$ cat src/rtl/vram_arbiter.sv
// Single-port VRAM arbiter: the display scan-out owns the port during the visible raster,
// and game-logic writers share it round-robin, one word per cycle, during blanking.
module vram_arbiter #(
  parameter int ADDR_W = 15,
  parameter int DATA_W = 3,
  parameter int NUM_WR = 2
) (
  input  logic                     i_clk,
  input  logic                     i_rst_n,
  input  logic                     i_hblank,
  input  logic                     i_vblank,
  input  logic [ADDR_W-1:0]        i_rd_addr,
  output logic [DATA_W-1:0]        o_rd_data,
  input  logic [NUM_WR-1:0]        i_wr_req,
  input  logic [NUM_WR*ADDR_W-1:0] i_wr_addr,
  input  logic [NUM_WR*DATA_W-1:0] i_wr_data,
  output logic [NUM_WR-1:0]        o_wr_gnt,
  output logic [ADDR_W-1:0]        o_mem_addr,
  output logic [DATA_W-1:0]        o_mem_wdata,
  output logic                     o_mem_we,
  input  logic [DATA_W-1:0]        i_mem_rdata,
  output logic                     o_frame_pls,
  output logic [15:0]              o_wr_cnt
);

  localparam int IDX_W = (NUM_WR > 1) ? $clog2(NUM_WR) : 1;
  localparam int SUM_W = IDX_W + 1;

  typedef enum logic [1:0] {DISP, ARB, WR} state_t;

  state_t              state_reg;
  logic [IDX_W-1:0]    rr_ptr_reg;
  logic [IDX_W-1:0]    win_idx_reg;
  logic [ADDR_W-1:0]   wr_addr_reg;
  logic [DATA_W-1:0]   wr_data_reg;
  logic                blank_d1_reg;
  logic                blank_d2_reg;
  logic [DATA_W-1:0]   rdata_q_reg;
  logic                vblank_q_reg;
  logic                frame_pls_reg;
  logic [15:0]         wr_cnt_reg;
  logic [15:0]         wr_cnt_out_reg;

  logic                blank;
  logic                wr_fire;
  logic [IDX_W-1:0]    ptr_inc;
  logic [IDX_W-1:0]    arb_ptr;
  logic [NUM_WR-1:0]   win_onehot;
  logic [NUM_WR-1:0]   arb_req;
  logic [IDX_W-1:0]    arb_idx;
  logic                arb_found;

  logic [ADDR_W-1:0]   wr_addr_arr [NUM_WR];
  logic [DATA_W-1:0]   wr_data_arr [NUM_WR];
  logic [SUM_W-1:0]    cand_sum    [NUM_WR];
  logic [IDX_W-1:0]    cand_idx    [NUM_WR];
  logic [NUM_WR-1:0]   hit;
  logic [NUM_WR:0]     seen;
  logic [IDX_W-1:0]    pick_or     [NUM_WR+1];

  assign blank = i_hblank | i_vblank;

  // A latched write only issues if blanking persists and its requester has not withdrawn.
  assign wr_fire = (state_reg == WR) && blank && i_wr_req[win_idx_reg];

  assign ptr_inc = (win_idx_reg == IDX_W'(NUM_WR - 1)) ? '0 : win_idx_reg + 1'b1;
  assign arb_ptr = wr_fire ? ptr_inc : rr_ptr_reg;
  assign arb_req = (state_reg == WR) ? (i_wr_req & ~win_onehot) : i_wr_req;

  assign seen[0]    = 1'b0;
  assign pick_or[0] = '0;

  // Rotating priority search: slot gi examines requester (arb_ptr + gi) mod NUM_WR.
  for (genvar gi = 0; gi < NUM_WR; gi++) begin : g_rr
    assign win_onehot[gi]  = (win_idx_reg == IDX_W'(gi));
    assign wr_addr_arr[gi] = i_wr_addr[gi*ADDR_W +: ADDR_W];
    assign wr_data_arr[gi] = i_wr_data[gi*DATA_W +: DATA_W];
    assign cand_sum[gi]    = {1'b0, arb_ptr} + SUM_W'(gi);
    assign cand_idx[gi]    = (cand_sum[gi] >= SUM_W'(NUM_WR)) ?
                             IDX_W'(cand_sum[gi] - SUM_W'(NUM_WR)) : IDX_W'(cand_sum[gi]);
    assign hit[gi]         = arb_req[cand_idx[gi]];
    assign seen[gi+1]      = seen[gi] | hit[gi];
    assign pick_or[gi+1]   = pick_or[gi] | ((hit[gi] && !seen[gi]) ? cand_idx[gi] : '0);
  end

  assign arb_idx   = pick_or[NUM_WR];
  assign arb_found = seen[NUM_WR];

  always_ff @(posedge i_clk or negedge i_rst_n) begin
    if (!i_rst_n) begin
      state_reg   <= DISP;
      rr_ptr_reg  <= '0;
      win_idx_reg <= '0;
      wr_addr_reg <= '0;
      wr_data_reg <= '0;
    end else if (!blank) begin
      state_reg <= DISP;
    end else begin
      case (state_reg)
        DISP: state_reg <= ARB;
        ARB, WR: begin
          if (wr_fire) rr_ptr_reg <= ptr_inc;
          if (arb_found) begin
            win_idx_reg <= arb_idx;
            wr_addr_reg <= wr_addr_arr[arb_idx];
            wr_data_reg <= wr_data_arr[arb_idx];
            state_reg   <= WR;
          end else begin
            state_reg <= ARB;
          end
        end
        default: state_reg <= DISP;
      endcase
    end
  end

  assign o_mem_we    = wr_fire;
  assign o_wr_gnt    = wr_fire ? win_onehot : '0;
  assign o_mem_wdata = wr_fire ? wr_data_reg : '0;
  assign o_mem_addr  = !i_rst_n ? '0 : (wr_fire ? wr_addr_reg : i_rd_addr);

  // Blank travels alongside the RAM read so pixels fetched at the raster edge are masked.
  always_ff @(posedge i_clk or negedge i_rst_n) begin
    if (!i_rst_n) begin
      blank_d1_reg <= 1'b1;
      blank_d2_reg <= 1'b1;
      rdata_q_reg  <= '0;
    end else begin
      blank_d1_reg <= blank;
      blank_d2_reg <= blank_d1_reg;
      rdata_q_reg  <= i_mem_rdata;
    end
  end

  assign o_rd_data = blank_d2_reg ? '0 : rdata_q_reg;

  always_ff @(posedge i_clk or negedge i_rst_n) begin
    if (!i_rst_n) begin
      vblank_q_reg   <= 1'b0;
      frame_pls_reg  <= 1'b0;
      wr_cnt_reg     <= '0;
      wr_cnt_out_reg <= '0;
    end else begin
      vblank_q_reg  <= i_vblank;
      frame_pls_reg <= i_vblank & ~vblank_q_reg;
      if (frame_pls_reg) begin
        wr_cnt_out_reg <= wr_cnt_reg;
        wr_cnt_reg     <= wr_fire ? 16'd1 : 16'd0;
      end else if (wr_fire && (wr_cnt_reg != 16'hFFFF)) begin
        wr_cnt_reg <= wr_cnt_reg + 16'd1;
      end
    end
  end

  assign o_frame_pls = frame_pls_reg;
  assign o_wr_cnt    = wr_cnt_out_reg;

endmodule

$ cat config.mk
export PLATFORM = sky130hd
export DESIGN_NAME = vram_arbiter
export DESIGN_NICKNAME = d
export VERILOG_FILES = /design/src/rtl/vram_arbiter.sv
export SDC_FILE = /design/constraint.sdc
export NUM_CORES = 1
export LEC_CHECK = 0
export BUFFER_PORTS_ARGS = -buffer_cell sky130_fd_sc_hd__buf_2
export CELL_PAD_IN_SITES_DETAIL_PLACEMENT = 0
export CELL_PAD_IN_SITES_GLOBAL_PLACEMENT = 1
export CORE_ASPECT_RATIO = 1.75
export CORE_MARGIN = 2
export CORE_UTILIZATION = 38
export DETAILED_ROUTE_END_ITERATION = 7
export PLACE_DENSITY = 0.83
export RECOVER_POWER = 25
export SLEW_MARGIN = 20
export SYNTH_ARGS = -nofsm -noshare
export SYNTH_HDL_FRONTEND = slang
export SYNTH_SLANG_ARGS = --single-unit
export TNS_END_PERCENT = 30
$ cat constraint.sdc
create_clock -name i_clk -period 2.2 [get_ports i_clk]
set_input_delay 0.22 -clock i_clk [delete_from_list [all_inputs] [get_ports i_clk]]
set_output_delay 0.22 -clock i_clk [all_outputs]
set_load 0.01 [all_outputs]
==> results.json <==
{
  "run_status": "complete, no violations",
  "timing.critical_path.arrival_ns": 1.86,
  "ys_top_cells_by_area": "dfrtp_1 (47%), nand2_1 (6.8%), mux2i_1 (5.8%)",
  "ioPinCount": 101,
  "finalCritPeriodShare_pct": 94.5,
  "synthesis.area_mm2": 0.00313,
  "postSynthCellCount": 306,
  "clock_tree.htree_level_count": 3,
  "worstPathBufferInverterCount": 3,
  "timing.clock.skew_ns": 0.00802,
  "cts_root_buffer": "clkbuf_16",
  "remaining_drc_errors": 0,
  "synth_largest_type_area_fraction_pct": 47.2,
  "drv_slew": 0,
  "placed_area_mm2": 0.00373,
  "layout.cell_area.non_filler_mm2": 0.00403,
  "cell_family_contributing_the_most_delay_on_the_critical_path": "flip-flops",
  "fin_crit_ns": 2.08,
  "grt_util_all_layers_pct": 17.8,
  "wire_per_inst_um": 14.5,
  "fmax_mhz": 481,
  "criticalPathCategory": "flip-flop to primary output",
  "fill_cells": 722,
  "synth.ff_latch_count": 61,
  "die-width_um": 72.6,
  "finalHoldViolCount": 0,
  "final_layout_size_suffix_gt1_share_pct": 31.7,
  "placement_rows": 43,
  "largest_net_degree_at_the_start_of_global_routing": 48,
  "tritoncts": "yes",
  "antennaDiodeCount": 0,
  "cpMaxStageDelayCell": "dfrtp_2",
  "crit_path_start_kind": "flip-flop",
  "final.setup.tns_ns": 0,
  "synthDominantAreaCellType": "dfrtp_1",
  "drt_pass1_iterations": 4,
  "clk_pin_slew_ns": 0.05,
  "multi_input_comb_area_mm2": 0.00148,
  "nNetsFinal": 476,
  "cp_slowest_stage_delay_ns": 0.45,
  "cts_inserted_buffers": 9,
  "numPortBuffers": 100,
  "wire_length_of_the_first_global_routing_pass_um": 12400,
  "required_ns": 1.98,
  "cts-root-to-sink-buffers": 2,
  "mappedNetlistNets": 370,
  "worstMarginPinSlew_ns": 0.774,
  "cts_num_sinks": 61,
  "syn_avg_cell_area_um2": 10.2,
  "area_growth_syn_to_layout_pct": 28.7,
  "sequential_cell_area_mm2": 0.00153,
  "initial_core_util_pct": 39.3,
  "maxCapViolCount": 0,
  "max_slew_margin_pct": 48.4,
  "cp_cell_instances": "mux2_4, nand3_4, buf_4, buf_12, nand2_1, a21boi_0, buf_2",
  "pwr_density_cell_mw_per_mm2": 915,
  "timing.hold.worst.class": "input pin to flip-flop",
  "clk_latency_ns": 0.32,
  "routed_wl_um": 7330,
  "leakagePower_nw": 2.01,
  "synth_warnings": 0,
  "count_of_different_cell_masters_after_synthesis": 41,
  "globalRoute.totalOverflow": 0,
  "antenna_violations_before_repair": 0,
  "total_die_area_mm2": 0.00901,
  "grt_setup_unrepaired": "false",
  "worst-path-max-fanout": 20,
  "via_count": 2655,
  "worstSetupEndpointType": "primary output",
  "post_drt_via_cell_ratio": 5.24,
  "hpwlAfterDp_um": 5420,
  "antenna_left": 0,
  "die-height_um": 124,
  "setup_viol_count_final": 0,
  "vdd.ir_drop.worst_mv": 0.644,
  "first_global_vias": 2662,
  "initialDrtViolationCount": 164,
  "core_mm2": 0.00796,
  "final_estimated_routing_congestion_in_global_placement": 0.745,
  "synth.yosys.seq_area_share_pct": 48.9
}
==> layer usage <==
metal | vias to the layer above | track usage [%] | part of all wire, %
met5 | - | 0 | 0
met4 | 0 | 7.06 | 1.6
met3 | 9 | 4.29 | 4.4
met2 | 71 | 32.0 | 56
met1 | 1265 | 19.7 | 38
li1 | 1310 | - | -
==> per-stage QoR <==
stage | hold slack [ns] | total power, mW | cells | worst slack [ns] | utilization [%]
CTS | 0.00510 | 3.73 | 506 | 0.0664 | 50.7
floorplan | -0.0756 | 2.07 | 306 | 0.383 | -
detailed placement | 0.163 | 2.38 | 487 | 0.0922 | 46.9
finish | 0.0157 | 3.68 | 507 | 0.121 | 50.6
global route | 0.000725 | 3.95 | 507 | 0.00492 | 50.6
global placement | 0.154 | 2.34 | 487 | 0.242 | 46.9
==> synthesized netlist by cell type <==
cell type / count
a21boi_0: 16
a21oi_1: 13
a41oi_1: 1
and2_1: 5
and3_1: 3
and4_1: 1
buf_1: 2
buf_2: 7
buf_4: 2
buf_6: 2
clkbuf_1: 5
dfrtp_1: 59
dfstp_2: 2
ha_1: 4
inv_1: 8
mux2_2: 16
mux2_4: 3
mux2i_1: 18
nand2_1: 57
nand2b_1: 1
nand3_1: 5
nand3_4: 1
nand3b_1: 1
nand4_1: 3
nand4_2: 1
nand4b_4: 1
nor2_1: 5
nor2b_1: 6
nor3_1: 3
nor4_1: 2
nor4_4: 1
nor4bb_1: 1
o2111ai_1: 1
o21ai_0: 22
o21ai_1: 4
o311ai_0: 1
o31ai_1: 9
o41ai_1: 2
or3_1: 1
or3b_1: 1
or4_1: 10
==> cells by family after synthesis <==
kind of cell | count (synthesis) | synth area share, %
buffers and inverters | 26 | 4.12
adder cells (fa/ha/maj) | 4 | 1.60
flip-flops | 61 | 48.9
AO/OA/AOI/OAI | 69 | 13.6
multiplexers | 37 | 13.0
AND/OR/NAND/NOR | 109 | 18.8
==> final timing paths <==
kind / startpoint / endpoint / slack [ns] / depth (start not counted)
worst max register to register: state_reg[0] / wr_data_reg[0] / 0.22 / 6
worst max-delay path: win_idx_reg / o_mem_addr[3] / 0.12 / 7
worst min register to register: blank_d1_reg / blank_d2_reg / 0.36 / 0
max in group asynchronous: i_rst_n / win_idx_reg / 0.88 / 3
min in group asynchronous: i_rst_n / wr_addr_reg[13] / 0.37 / 2
worst min-delay path: i_mem_rdata[1] / rdata_q_reg[1] / 0.02 / 1
==> cell type report <==
class | instances | area share, %
Timing Repair Buffer | 113 | 14.7
Clock inverter | 2 | 0.870
Clock buffer | 14 | 6.06
Sequential cell | 61 | 38.0
Multi-Input combinational cell | 219 | 36.9
Tap cell | 90 | 2.80
Inverter | 8 | 0.746
==> cell usage in the layout (no fill, tap or decap), types with 10 or more instances in the layout <==
master and n:
o21ai_0 22, mux2_2 16, a21oi_1 13, buf_2 82, or4_1 10, mux2i_1 18, a21boi_0 15, dfrtp_1 58
clkbuf_1 24, nand2_1 57
==> report_power, final <==
group | switching, mW | leakage (nW) | internal (mW)
Clock | 0.448 | 0.135 | 0.875
Sequential | 0.137 | 0.799 | 1.35
Combinational | 0.495 | 1.08 | 0.375
==> timing repair <==
action / in CTS / in global routing
endpoints found under the setup margin: 19 / 27
gates resized for setup: 0 / 4
hold buffers: 1 / 1
hold endpoints to repair: 5 / 1
buffers inserted: 2 / 0
pin swaps: 1 / 0
Note: power is estimated with default switching activity, not from simulation.
